[config.mk]
export PLATFORM = sky130hd
export DESIGN_NAME = polar_convert_sched
export DESIGN_NICKNAME = d
export VERILOG_FILES = /design/src/rtl/polar_pkg.sv /design/src/rtl/sin_coef_rom.sv /design/src/rtl/polar_convert_sched.sv
export SDC_FILE = /design/constraint.sdc
export NUM_CORES = 1
export LEC_CHECK = 0
export BUFFER_PORTS_ARGS = -buffer_cell sky130_fd_sc_hd__buf_2
export CAP_MARGIN = 20
export CELL_PAD_IN_SITES_DETAIL_PLACEMENT = 1
export CELL_PAD_IN_SITES_GLOBAL_PLACEMENT = 1
export CORE_ASPECT_RATIO = 0.8
export CORE_MARGIN = 5
export CORE_UTILIZATION = 45
export CTS_CLUSTER_DIAMETER = 200
export DETAILED_ROUTE_END_ITERATION = 10
export PLACE_DENSITY_LB_ADDON = 0.12
export SYNTH_ARGS = -nofsm -noshare
export SYNTH_HDL_FRONTEND = slang
export SYNTH_SLANG_ARGS = --single-unit
[constraint.sdc]
create_clock -name clock -period 9.1 [get_ports clock]
set_input_delay 1.82 -clock clock [delete_from_list [all_inputs] [get_ports clock]]
set_output_delay 1.82 -clock clock [all_outputs]
set_load 0.01 [all_outputs]
[src/rtl/polar_pkg.sv]
// Shared constants for the polar-to-cartesian scheduler: angle limits, sine table, FSM states.
package polar_pkg;

    localparam int unsigned ANG_MAX   = 12;
    localparam int unsigned COEF_FRAC = 8;
    localparam int unsigned COEF_W    = 9;

    // sin(15j deg) * 256, j = 0..6; S6 needs the 9th bit
    localparam logic [COEF_W-1:0] S0 = 9'd0;
    localparam logic [COEF_W-1:0] S1 = 9'd66;
    localparam logic [COEF_W-1:0] S2 = 9'd128;
    localparam logic [COEF_W-1:0] S3 = 9'd181;
    localparam logic [COEF_W-1:0] S4 = 9'd222;
    localparam logic [COEF_W-1:0] S5 = 9'd247;
    localparam logic [COEF_W-1:0] S6 = 9'd256;

    typedef enum logic [1:0] {
        StIdle = 2'd0,
        StMulY = 2'd1,
        StMulX = 2'd2
    } state_t;

endpackage

[src/rtl/sin_coef_rom.sv]
// Combinational sine coefficient lookup: 3-bit index (0..6) to 9-bit Q8 coefficient.
module sin_coef_rom
    import polar_pkg::*;
(
    input  logic [2:0]        idx,
    output logic [COEF_W-1:0] coef
);

    always_comb begin
        coef = S0;
        unique case (idx)
            3'd0:    coef = S0;
            3'd1:    coef = S1;
            3'd2:    coef = S2;
            3'd3:    coef = S3;
            3'd4:    coef = S4;
            3'd5:    coef = S5;
            3'd6:    coef = S6;
            default: coef = S0;
        endcase
    end

endmodule

[src/rtl/polar_convert_sched.sv]
// Round-robin scheduler sharing one constant-coefficient multiplier between two polar requesters.
// Define POLAR_ROUND_EN to round products half-up instead of truncating.
module polar_convert_sched #(
    parameter int unsigned R_WIDTH   = 8,
    parameter int unsigned COEF_FRAC = polar_pkg::COEF_FRAC,
    parameter int unsigned ANG_MAX   = polar_pkg::ANG_MAX
) (
    input  logic               clock,
    input  logic               reset_n,
    input  logic               req_a,
    input  logic [R_WIDTH-1:0] r_a,
    input  logic [3:0]         ang_a,
    output logic               ack_a,
    input  logic               req_b,
    input  logic [R_WIDTH-1:0] r_b,
    input  logic [3:0]         ang_b,
    output logic               ack_b,
    output logic               busy,
    output logic               out_valid,
    output logic               out_src,
    output logic [R_WIDTH:0]   out_x,
    output logic [R_WIDTH-1:0] out_y
);

    import polar_pkg::*;

    localparam int unsigned PW      = R_WIDTH + COEF_W;
    localparam logic [3:0]  ANG_LIM = 4'(ANG_MAX);
`ifdef POLAR_ROUND_EN
    localparam logic [PW:0] RND = (PW+1)'(1) << (COEF_FRAC - 1);
`else
    localparam logic [PW:0] RND = '0;
`endif

    state_t state, state_next;

    logic               last_grant;  // 0 = A, 1 = B
    logic [R_WIDTH-1:0] r_reg;
    logic [3:0]         ang_reg;
    logic               src_reg;
    logic [R_WIDTH-1:0] y_reg;

    logic               grant_any, grant_b;
    logic [3:0]         ang_sel, ang_clamped;
    logic [3:0]         y_idx, x_idx;
    logic [2:0]         coef_idx;
    logic [COEF_W-1:0]  coef;
    logic [PW-1:0]      prod;
    logic [PW:0]        sum;
    logic [R_WIDTH-1:0] mag;
    logic [R_WIDTH:0]   x_val;
    logic               unused_bits;

    // On a tie, the requester not granted last time wins
    assign grant_any   = req_a | req_b;
    assign grant_b     = req_b & (~req_a | ~last_grant);
    assign ang_sel     = grant_b ? ang_b : ang_a;
    assign ang_clamped = (ang_sel > ANG_LIM) ? ANG_LIM : ang_sel;

    assign y_idx    = (ang_reg <= 4'd6) ? ang_reg : 4'd12 - ang_reg;
    assign x_idx    = (ang_reg <= 4'd6) ? 4'd6 - ang_reg : ang_reg - 4'd6;
    assign coef_idx = (state == StMulX) ? x_idx[2:0] : y_idx[2:0];

    sin_coef_rom u_rom (
        .idx  (coef_idx),
        .coef (coef)
    );

    assign prod = {{(PW-R_WIDTH){1'b0}}, r_reg} * {{(PW-COEF_W){1'b0}}, coef};
    assign sum  = {1'b0, prod} + RND;
    // Saturate anything that would spill above the magnitude width
    assign mag  = (|sum[PW:COEF_FRAC+R_WIDTH]) ? '1 : sum[COEF_FRAC+R_WIDTH-1:COEF_FRAC];
    assign x_val = (ang_reg > 4'd6) ? -{1'b0, mag} : {1'b0, mag};

    assign unused_bits = ^{sum[COEF_FRAC-1:0], y_idx[3], x_idx[3]};

    assign busy = (state != StIdle);

    always_ff @(posedge clock or negedge reset_n) begin
        if (!reset_n) begin
            state <= StIdle;
        end else begin
            state <= state_next;
        end
    end

    always_comb begin
        state_next = state;
        unique case (state)
            StIdle:  if (grant_any) state_next = StMulY;
            StMulY:  state_next = StMulX;
            StMulX:  state_next = StIdle;
            default: state_next = StIdle;
        endcase
    end

    always_ff @(posedge clock or negedge reset_n) begin
        if (!reset_n) begin
            last_grant <= 1'b1;
            r_reg      <= '0;
            ang_reg    <= '0;
            src_reg    <= 1'b0;
            y_reg      <= '0;
            ack_a      <= 1'b0;
            ack_b      <= 1'b0;
            out_valid  <= 1'b0;
            out_src    <= 1'b0;
            out_x      <= '0;
            out_y      <= '0;
        end else begin
            ack_a     <= 1'b0;
            ack_b     <= 1'b0;
            out_valid <= 1'b0;
            unique case (state)
                StIdle: begin
                    if (grant_any) begin
                        r_reg      <= grant_b ? r_b : r_a;
                        ang_reg    <= ang_clamped;
                        src_reg    <= grant_b;
                        ack_a      <= ~grant_b;
                        ack_b      <= grant_b;
                        last_grant <= grant_b;
                    end
                end
                StMulY: y_reg <= mag;
                StMulX: begin
                    out_x     <= x_val;
                    out_y     <= y_reg;
                    out_src   <= src_reg;
                    out_valid <= 1'b1;
                end
                default: ;
            endcase
        end
    end

endmodule

[After elaboration in Yosys (flattened, before gate mapping)]
Index checks and enable logic that the tools add are counted.
Cells by class
  multiplexer cells: 16
  $lt $le $gt $ge: 3
  eq/ne operators: 9
  reduce and logical (&&, ||, !) cells: 3
  add/sub/neg operators: 4
  bitwise operators: 6
  multiply operators: 1
Operators by type and width (number)
  9-bit one-hot mux with 6 select lines: 1
  8-bit by 9-bit multiplier with 17-bit output: 1
  8-bit two-way mux: 2
  3-bit equality test (second input constant): 3
  3-bit two-way mux: 3
  9-bit two-way mux: 1
  8-bit negator with 9-bit output: 1
  4-bit two-way mux: 2
  3-bit by 2-bit equality test with 1-bit output (second input constant): 2
  3-bit subtractor (first input constant): 2
  1-bit two-way mux: 5
  4-bit by 3-bit greater-than comparator with 1-bit output (second input constant): 1
  4-bit greater-than comparator (second input constant): 1
  4-bit by 3-bit less-or-equal comparator with 1-bit output (second input constant): 1
  2-bit one-hot mux with 2 select lines: 1
  3-bit by 1-bit equality test with 1-bit output (second input constant): 1
  1-bit inverter: 3
  3-bit subtractor (second input constant): 1
  2-bit by 1-bit equality test with 1-bit output (second input constant): 1
  2-bit equality test (second input constant): 1
  2-bit zero test: 1
  2-bit two-way mux: 1
  2-bit inequality test (second input constant): 1
  1-bit bitwise OR: 2
  other kinds (3): 3
Word-level totals
  logic and storage cells: 54
  input bits: 28
  output and inout port bits: 22
  register bits: 45

[Depth between registers and ports, before layout]
Gate-level depths: netlist of run 1.
  depth in word-level cells: 9
  gate-level depth with buffers: 33

[Cells and area by module]
A second synthesis of run 1 with hierarchy kept.
Unflattened totals
  cell total of the unflattened synthesis: 483
  area, all modules: 4541.9 µm²
Modules (own cells, without submodules)
  polar_convert_sched: area an instance 4465.5 µm², sequential area each 1127.3 µm², cells each 472, times used 1
  sin_coef_rom: area an instance 76.3 µm², sequential area each 0.0 µm², cells each 11, times used 1

[Worst setup path before layout of run 1]
OpenSTA, ideal clock, no wires.
  kind: reg-to-reg
  from: register ang_reg[0]
  to: register out_x[6]
  library setup time: 0.132 ns
  cell stages (with the launch flop): 31
  arrival time: 7.082 ns
  path slack: 1.887 ns
  clock period less this slack: 7.213 ns
  path through: dfrtp_1 -> clkbuf_1 -> inv_1 -> ha_1 -> nor2b_1 -> a21o_1 -> o221ai_1 -> buf_2 -> xnor2_1 -> and3_1 -> inv_1 -> fa_1 -> fa_1 -> inv_1 -> fa_1 -> inv_1 -> fa_1 -> inv_1 -> ha_1 -> a21oi_1 -> a211oi_1 -> and2_1 -> a311o_1 -> a221o_2 -> xor2_2 -> nor2_1 -> ha_1 -> o2111ai_1 -> o31ai_2 -> xnor2_1 -> o21ai_1
On the way
  word-level cells in the longest chain between the ends: 9
  elaborated cells on any way between the ends: 19
  those cells by class: 4 x add/sub; 1 x mul; 2 x order compare; 6 x eq/ne; 6 x mux
Ends and longest elaborated chain
  start: declaration: RTL line polar_convert_sched.sv:39  | logic [3:0] ang_reg;
  start signal: assignment: RTL line polar_convert_sched.sv:118  | ang_reg <= ang_clamped;
  4-bit by 3-bit less-or-equal comparator with 1-bit output, or another cell as far along: RTL line polar_convert_sched.sv:60, polar_convert_sched.sv:61
  3-bit two-way mux, on equally long branches: RTL line polar_convert_sched.sv:60, polar_convert_sched.sv:61
  3-bit two-way mux: RTL line polar_convert_sched.sv:62  | assign coef_idx = (state == StMulX) ? x_idx[2:0] : y_idx[2:0];
  3-bit equality test, or another cell as far along: RTL line sin_coef_rom.sv:11  | unique case (idx)
  9-bit one-hot mux with 6 select lines: RTL line sin_coef_rom.sv:11
  8-bit by 9-bit multiplier with 17-bit output: RTL line polar_convert_sched.sv:69  | assign prod = {{(PW-R_WIDTH){1'b0}}, r_reg} * {{(PW-COEF_W){1'b0}}, coef};
  8-bit two-way mux: RTL line polar_convert_sched.sv:72  | assign mag = (|sum[PW:COEF_FRAC+R_WIDTH]) ? '1 : sum[COEF_FRAC+R_WIDTH-1:COEF_FRAC];
  8-bit negator with 9-bit output: RTL line polar_convert_sched.sv:73  | assign x_val = (ang_reg > 4'd6) ? -{1'b0, mag} : {1'b0, mag};
  9-bit two-way mux *: RTL line polar_convert_sched.sv:73
  end signal: assignment: RTL line polar_convert_sched.sv:127  | out_x <= x_val;
  end: declaration: RTL line polar_convert_sched.sv:21  | output logic [R_WIDTH:0] out_x,
Mark *: on every way between the ends. The rest lies on a longest branch, timed or not.
A chain may end at the register's enable or synchronous reset.

[Worst setup path after layout of run 1]
  from: register ang_reg[0]
  to: register out_x[8]
The elaborated chain is that of the path after synthesis.

==> results of run 1 <==
## worst paths after layout
| path | endpoint | slack [ns] | depth (start not counted) |
|---|---|---|---|
| min in group asynchronous | out_valid | 1.60 | 2 |
| worst min-delay path | out_x[3] | 0.48 | 2 |
| worst max register to register | out_x[8] | 1.07 | 29 |
| max in group asynchronous | ang_reg[0] | 7.10 | 2 |
| worst min register to register | out_x[3] | 0.48 | 2 |
| worst max-delay path | out_x[8] | 1.07 | 29 |
## final cells by class
cell class,instances,area share
clock buffer,5,0.02527
clock inverter,3,0.005053
inverter,85,0.06443
multi-input combinational,333,0.5889
sequential,45,0.2276
tap,119,0.03007
timing repair buffer,55,0.05862
## stage by stage
| step | std cells | setup slack (ns) | hold WS [ns] | utilization | instance area (sq um) |
|---|---|---|---|---|---|
| finish | 645 | 1.073 | 0.4779 | 0.5154 | 4952 |
| global route | 645 | 0.5251 | 0.4954 | 0.5154 | 4952 |
| CTS | 644 | 1.104 | 0.4830 | 0.5146 | 4945 |
| detailed placement | 636 | 1.175 | 0.4667 | 0.4990 | 4795 |
| global placement | 636 | 1.448 | 0.4577 | 0.4990 | 4795 |
| floorplan | 476 | 1.887 | 0.4458 | - | 4414 |
## critical path: cells and delay by family, from the launching register on
| family | cells | cell delay, ns |
|---|---|---|
| compound gates | 10 | 2.67 |
| xor+xnor | 1 | 0.21 |
| fa+ha+maj | 7 | 2.83 |
| buf+inv | 6 | 0.61 |
| flops | 1 | 0.53 |
| simple gates | 5 | 1.08 |
## cells in the final DEF, fill, tap and decap left out, drive strengths merged, types with 4 or more instances in the layout
master   n
xnor2    9
clkbuf   5
dfrtp   44
inv     87
nor2b    4
mux2i   11
a31oi    7
xor2     6
mux2    10
a21o    10
or2      5
fa      41
nor2    23
o21ai   24
and2    29
nand2   46
buf     55
ha      38
a21oi   16
and3     7
a211oi   4
## per-layer routing
layer  routed length [microns]  track usage  vias to the layer above
li1                          -            -                     1661
met1                      5435       0.2806                     1714
met2                      4922       0.3104                       78
met3                       466      0.02754                        8
met4                        58      0.02875                        0
met5                         0            0                        -
## cells by family (layout without fill, tap and decap cells)
group	after synthesis	count (layout)
DFF	45	45
and+or+nand+nor	132	132
AOI/OAI and AO/OA	86	86
xor gates and xnor gates	15	15
muxes	21	21
buffers and inverters	98	148
adders and majority gates	79	79
==> flow_metrics.tcl, run 1 <==
set metrics [dict create \
    status "finished clean" \
    post_drt_via_cell_ratio 5.366 \
    synthMuxAreaShare 0.05329 \
    min_path_type "flop to flop" \
    synth_top_family_by_area "adder cells" \
    postCtsSetupRepairBufs 0 \
    synth_cell_types 53 \
    cts_root_buffer "clkbuf_16" \
    gp_congestion 0.8640 \
    cts_tree "yes" \
    synth-edff-count 0 \
    hold_viol_final 0 \
    synth_nets 583 \
    portBuffers 49 \
    cp.required_ns 9.28 \
    cts_sinks 45 \
    fmax_ghz 0.1246 \
    max_stage_delay_ns 0.54 \
    die_area_sq_um 11900 \
    drv_slew 0 \
    syn-cell-area_sq_um 4414 \
    setup_violations 0 \
    num_antenna_cells 0 \
    avgSynthCellArea_sq_um 9.274 \
    pin_count 50 \
    clk_pin_slew_ns 0.07 \
    htree_num_levels 2 \
    netlist.area_leader.share 0.2494 \
    post-synth-top-count-cell "inv_1" \
    final_nets 632 \
    synthXorXnorAreaFrac 0.03571 \
    dpl.hpwl_microns 9014 \
    skew_ns 0.007837 \
    ys_ff_latch 45 \
    ant_nets 0 \
    drc 0 \
    overflow 0 \
    grt_pass1_wl_microns 18660 \
    cts_made_buffers 5 \
    crit_start "ang_reg[0]" \
    finalWorstPathRequiredPeriod_ns 8.027 \
    cp.arrival_ns 8.21 \
    synthTopCellsByArea "dfrtp_1 (25%), fa_1 (19%), ha_1 (11%)" \
    dr.pass1.iters 5 \
    area.sequential_sq_um 1127 \
    design.core.area_sq_um 9609 \
    wl_per_cell_microns 16.87 \
    post_cts_resize_count 0 \
    multi_input_area_sq_um 2917 \
    ys_dominant_reg_cell "dfrtp_1" \
    rsz0062_at_grt "false" \
    cts-hold-fix-buffers 0 \
    async_flop_share 1.000 \
    synthToLayoutAreaGrowth_pct 12.19 \
    crit_top_cell "inv_1" \
    largest_reg_flops 9 \
    yosysSeqAreaShare 0.2554 \
    cp_slowest_cell "fa_1" \
    synth-simple-area-share 0.1499 \
    regMostFlops "out_x" \
    holdCritStartpoint "out_x[3]" \
    drt_iter0_drc 107 \
    first_global_vias 3721 \
    r2r_start "ang_reg[0]" \
    crit_path_max_fanout 12 \
    routed_wl_microns 10880 \
    die_h_microns 98.59 \
    min_period_over_period 0.8821 \
    initial_core_util 0.4594 \
    synthAdderAreaFrac 0.2937 \
    fillerInstances 1150 \
    setup_tns_ns 0 \
    grt_max_degree 46 \
    rows 32 \
    yosysWarnings 0 \
    clk_latency_ns 0.29 \
    netlist_instances 476 \
    critPathCaptureType "flop" \
    startpoint_type "flop" \
    crit_type "flop to flop" \
    drv_cap 0 \
    synthTopCellsByCount "inv_1 (85), nand2_1 (46), dfrtp_1 (44), fa_1 (41), ha_1 (38)" \
    die_width_microns 120.7 \
    antenna_found_initial 0 \
    vias 3461 \
    synth-compound-area-share 0.1281 \
    relSlewSlack 0.5088 \
    yosys.area.top_type "dfrtp_1" \
    cts_buffer_depth 2 \
    tightest_slew_ns 0.7369 \
    grtUsageTotal 0.1919 \
    drive_above_1_share 0.1616 \
]
Power of run 1 is not shown: default switching activity piles up to over one toggle a cycle in this logic, so the estimate is an artifact.
==> inputs of run 2 (changes only) <==
ABC_AREA = 1   (was unset)
CORE_MARGIN = 2   (was 5)
CORE_UTILIZATION = 44   (was 45)
==> run 2 against run 1 <==
Sequential cell count unchanged. Sequential share of layout area decreased by 0.93 points. First-iteration DRC count increased by 68%. Final cell count increased by 24%. Critical path depth increased by 5. Synthesized area increased by 3.9%. Critical path type unchanged. Critical endpoint is now out_x[6].
==> flow_metrics.tcl, run 2 <==
set metrics [dict create \
    status "finished clean" \
    drv_cap 0 \
    hold_viol_final 0 \
    syn-cell-area_sq_um 4588 \
    cp.arrival_ns 8.13 \
    dr.pass1.iters 4 \
    async_flop_share 1.000 \
    cts_root_buffer "clkbuf_16" \
    die_width_microns 118.2 \
    final_common_cell "nand2_1" \
    drive_above_1_share 0.1282 \
    routed_wl_microns 12850 \
    synth_nets 720 \
    antenna_found_initial 0 \
    design.core.area_sq_um 10200 \
    tightest_slew_ns 0.8853 \
    drc 0 \
    synthTopCellsByCount "nand2_1 (141), inv_1 (128), nor2_1 (73), dfrtp_1 (44), fa_1 (41)" \
    portBuffers 49 \
    clk_latency_ns 0.29 \
    place_ws_ns 1.198 \
    post-synth-top-count-cell "nand2_1" \
    first_global_vias 4290 \
    die_area_sq_um 11270 \
    finalWorstPathRequiredPeriod_ns 7.946 \
    cts_buffer_depth 2 \
    setup_violations 0 \
    layout_setup_ws_ns 1.154 \
    ys_ff_latch 45 \
    rows 33 \
    largest_reg_flops 9 \
    placedInstanceArea_sq_um 4967 \
    crit_type "flop to flop" \
    area.sequential_sq_um 1127 \
    die_h_microns 95.34 \
    synth-edff-count 0 \
    crit_path_max_fanout 26 \
    dpl.hpwl_microns 10620 \
    gp_congestion 0.9337 \
    cp.required_ns 9.28 \
    ys_dominant_reg_cell "dfrtp_1" \
    clk_pin_slew_ns 0.06 \
    max_stage_delay_ns 0.68 \
    grtUsageTotal 0.2422 \
    yosysSeqAreaShare 0.2457 \
    cp_num_buf_inv 7 \
    num_antenna_cells 0 \
    vias 4034 \
    synthToLayoutAreaGrowth_pct 12.54 \
    cts_tree "yes" \
    skew_ns 0.004642 \
    yosys.area.top_type "dfrtp_1" \
    post_cts_resize_count 0 \
    regMostFlops "out_x" \
    synth_cell_types 37 \
    synthTopCellsByArea "dfrtp_1 (24%), fa_1 (18%), nand2_1 (12%)" \
    fillerInstances 1354 \
    rsz0062_at_grt "false" \
    overflow 0 \
    startpoint_type "flop" \
    grt_max_degree 46 \
    multi_input_area_sq_um 2939 \
    setup_tns_ns 0 \
    layout_common_cells "nand2_1 (141), inv_1 (128), nor2_1 (73), buf_2 (49), dfrtp_1 (44)" \
    avgSynthCellArea_sq_um 7.485 \
    crit_top_cell "inv_1" \
    post_drt_via_cell_ratio 5.024 \
    finalCoreUtilization 0.5063 \
    drt_iter0_drc 180 \
    htree_num_levels 2 \
    yosysWarnings 0 \
    ant_nets 0 \
    cp_slowest_cell "a2111oi_0" \
    drv_slew 0 \
    min_path_type "flop to flop" \
    design_area_sq_um 5164 \
    netlist.area_leader.share 0.2400 \
    cts_sinks 45 \
    cts_made_buffers 5 \
    wl_per_cell_microns 16.00 \
    pin_count 50 \
    grt_pass1_wl_microns 21370 \
    critPathCaptureType "flop" \
    relSlewSlack 0.3945 \
    initial_core_util 0.4499 \
    critical-path-top-delay-family "adder cells" \
    postCtsSetupRepairBufs 0 \
    netlist_instances 613 \
    cts-hold-fix-buffers 0 \
    final_nets 769 \
    fmax_ghz 0.1258 \
    min_period_over_period 0.8732 \
]
run 2: cells by family after synthesis:
kind of cell,synth area share
xor+xnor,0.005728
mux,0.002182
compound gates,0.07609
flops,0.2457
fa+ha+maj,0.2825
buf+inv,0.1137
simple gates,0.2741
run 2: layer usage:
| metal | up-vias | wire [microns] | GRT usage |
|---|---|---|---|
| li1 | 1990 | - | - |
| met1 | 1947 | 6335 | 0.3328 |
| met2 | 82 | 5908 | 0.4094 |
| met3 | 15 | 453 | 0.03529 |
| met4 | 0 | 148 | 0.05422 |
| met5 | - | 0 | 0 |
run 2: worst reg2reg max path: cells and delay by family (launching register included):
family / cells / cell delay (ns)
compound gates: 4 / 1.51
fa+ha+maj: 6 / 2.56
buf+inv: 7 / 1.21
flops: 1 / 0.38
simple gates: 17 / 2.17
run 2: area by class of cell:
cell class	instances	share of cell area
clock inverter	2	0.007269
timing repair buffer	50	0.05137
clock buffer	6	0.02690
multi-input combinational	432	0.5692
inverter	128	0.09305
sequential	45	0.2183
tap	140	0.03392
run 2: worst paths after layout:
path | slack [ns] | start | end | depth (start not counted)
worst min-delay path | 0.47 | out_y[0] | out_y[0] | 2
worst max register to register | 1.15 | state[0] | out_x[6] | 34
worst min register to register | 0.47 | out_y[0] | out_y[0] | 2
max in group asynchronous | 7.27 | reset_n | last_grant | 2
worst max-delay path | 1.15 | state[0] | out_x[6] | 34
min in group asynchronous | 1.33 | reset_n | out_x[3] | 1
run 2: stage by stage:
stage	hold slack [ns]	cells
2_1_floorplan	0.4422	613
3_3_place_gp	0.4583	794
3_5_place_dp	0.4614	794
4_1_cts	0.4776	802
5_1_grt	0.4920	803
6_report	0.4728	803
Power of run 2 is left out for the same reason.
==> inputs of run 3 (changes only) <==
BUFFER_PORTS_ARGS = unset   (was -buffer_cell sky130_fd_sc_hd__buf_2)
CORE_UTILIZATION = 45   (was 44)
DONT_BUFFER_PORTS = 1   (was unset)
==> run 3 against run 2 <==
Final area decreased by 5.2%. Clock-buffer cell count unchanged. Worst hold slack better by 0.0020 ns. Register-to-register slack improved by 0.14 ns. Final cell count shrank 6.7%. Fmax rose by 1.8%. Critical path depth did not move. Sequential share of layout area is 1.2 points higher. Worst setup slack gained 0.14 ns. Critical endpoint unchanged. Global-route usage is 0.54 points lower. First-iteration DRC count unchanged.
==> flow_metrics.tcl, run 3 (same netlist as run 2, synthesis figures left out) <==
set metrics [dict create \
    status "finished clean" \
    startpoint_type "flop" \
    setup_tns_ns 0 \
    max_stage_delay_ns 0.68 \
    design_area_sq_um 4893 \
    min_path_type "flop to flop" \
    die_width_microns 116.9 \
    critical-path-top-delay-family "adder cells" \
    cts_made_buffers 5 \
    use_met2 0.3805 \
    use_met1 0.3408 \
    drive_above_1_share 0.05710 \
    drv_slew 0 \
    fillerInstances 1280 \
    drv_cap 0 \
    finalWorstPathRequiredPeriod_ns 7.806 \
    postCtsSetupRepairBufs 0 \
    die_h_microns 94.32 \
    vias 3875 \
    final_common_cell "nand2_1" \
    overflow 0 \
    setup_violations 0 \
    dr.pass1.iters 4 \
    dpl.hpwl_microns 10050 \
    grt_max_degree 46 \
    htree_num_levels 2 \
    top_usage_layer "met2" \
    cts_root_buffer "clkbuf_16" \
    grtUsageTotal 0.2368 \
    min_period_over_period 0.8578 \
    rsz0062_at_grt "false" \
    routed_wl_microns 12110 \
    initial_core_util 0.4696 \
    ant_nets 0 \
    cts-hold-fix-buffers 0 \
    cts_sinks 45 \
    gr-usage-met3 0.04581 \
    cts_buffer_depth 2 \
    gp_congestion 0.8797 \
    cp.arrival_ns 7.99 \
    regMostFlops "out_x" \
    drc 0 \
    grt_pass1_wl_microns 20190 \
    post_drt_via_cell_ratio 5.174 \
    clk_pin_slew_ns 0.06 \
    die_area_sq_um 11030 \
    wl_per_cell_microns 16.17 \
    cp.required_ns 9.28 \
    placedInstanceArea_sq_um 4717 \
    crit_type "flop to flop" \
    layout_common_cells "nand2_1 (141), inv_1 (128), nor2_1 (73), dfrtp_1 (44), fa_1 (41)" \
    cp_slowest_cell "a2111oi_0" \
    rows 32 \
    area.sequential_sq_um 1127 \
    post_cts_resize_count 0 \
    crit_top_cell "inv_1" \
    num_antenna_cells 0 \
    relSlewSlack 0.3977 \
    hold_viol_final 0 \
    drt_iter0_drc 180 \
    cp_num_buf_inv 7 \
    multi_input_area_sq_um 2939 \
    fmax_ghz 0.1281 \
    antenna_found_initial 0 \
    crit_path_max_fanout 26 \
    skew_ns 0.005863 \
    tightest_slew_ns 0.8806 \
    synthToLayoutAreaGrowth_pct 6.654 \
    largest_reg_flops 9 \
    critPathCaptureType "flop" \
    first_global_vias 3994 \
    design.core.area_sq_um 9769 \
    portBuffers 0 \
    pin_count 50 \
    final_nets 719 \
    cts_tree "yes" \
    clk_latency_ns 0.29 \
]
==> run 3: cell types whose count changed in the layout (fill, tap and decap cells not counted), sizes merged <==
cell | previous run | this run
buf | 50 | 0
==> run 3: worst paths after layout <==
check | startpoint | to | slack, ns | depth (start not counted)
min reg2reg | y_reg[4] | out_y[4] | 0.47 | 2
min in group asynchronous | reset_n | out_x[3] | 1.22 | 0
max in group asynchronous | reset_n | last_grant | 7.69 | 0
max | state[0] | out_x[6] | 1.29 | 34
min | y_reg[4] | out_y[4] | 0.47 | 2
max reg2reg | state[0] | out_x[6] | 1.29 | 34
==> run 3: per-stage QoR <==
step / setup slack, ns / cells / utilization / hold slack (ns)
after floorplan: 2.434 / 613 / - / 0.4422
after global placement: 1.632 / 741 / 0.4828 / 0.4542
after detailed placement: 1.278 / 741 / 0.4828 / 0.4641
after CTS: 1.266 / 749 / 0.5009 / 0.4785
after global routing: 0.5847 / 749 / 0.5009 / 0.5127
final: 1.294 / 749 / 0.5009 / 0.4747
==> run 3: worst reg2reg max path: cells and delay by family (launching register included) <==
family,cells,cell delay (ns)
flip-flops,1,0.38
adder cells (fa/ha/maj),6,2.56
AO/OA/AOI/OAI,4,1.51
buffers and inverters,7,1.17
AND/OR/NAND/NOR,17,2.08
==> run 3: area by class of cell <==
class / instances / share of cell area
inverter: 128 / 0.09818
tap: 136 / 0.03477
sequential: 45 / 0.2304
multi-input combinational: 432 / 0.6006
clock buffer: 6 / 0.02838
clock inverter: 2 / 0.007671
==> run 3: per-layer routing <==
metal | vias up | wire length [microns]
met1 | 1884 | 5957
met2 | 90 | 5397
met3 | 10 | 640
li1 | 1891 | -
met5 | - | 0
met4 | 0 | 115
Power of run 3 is left out for the same reason.
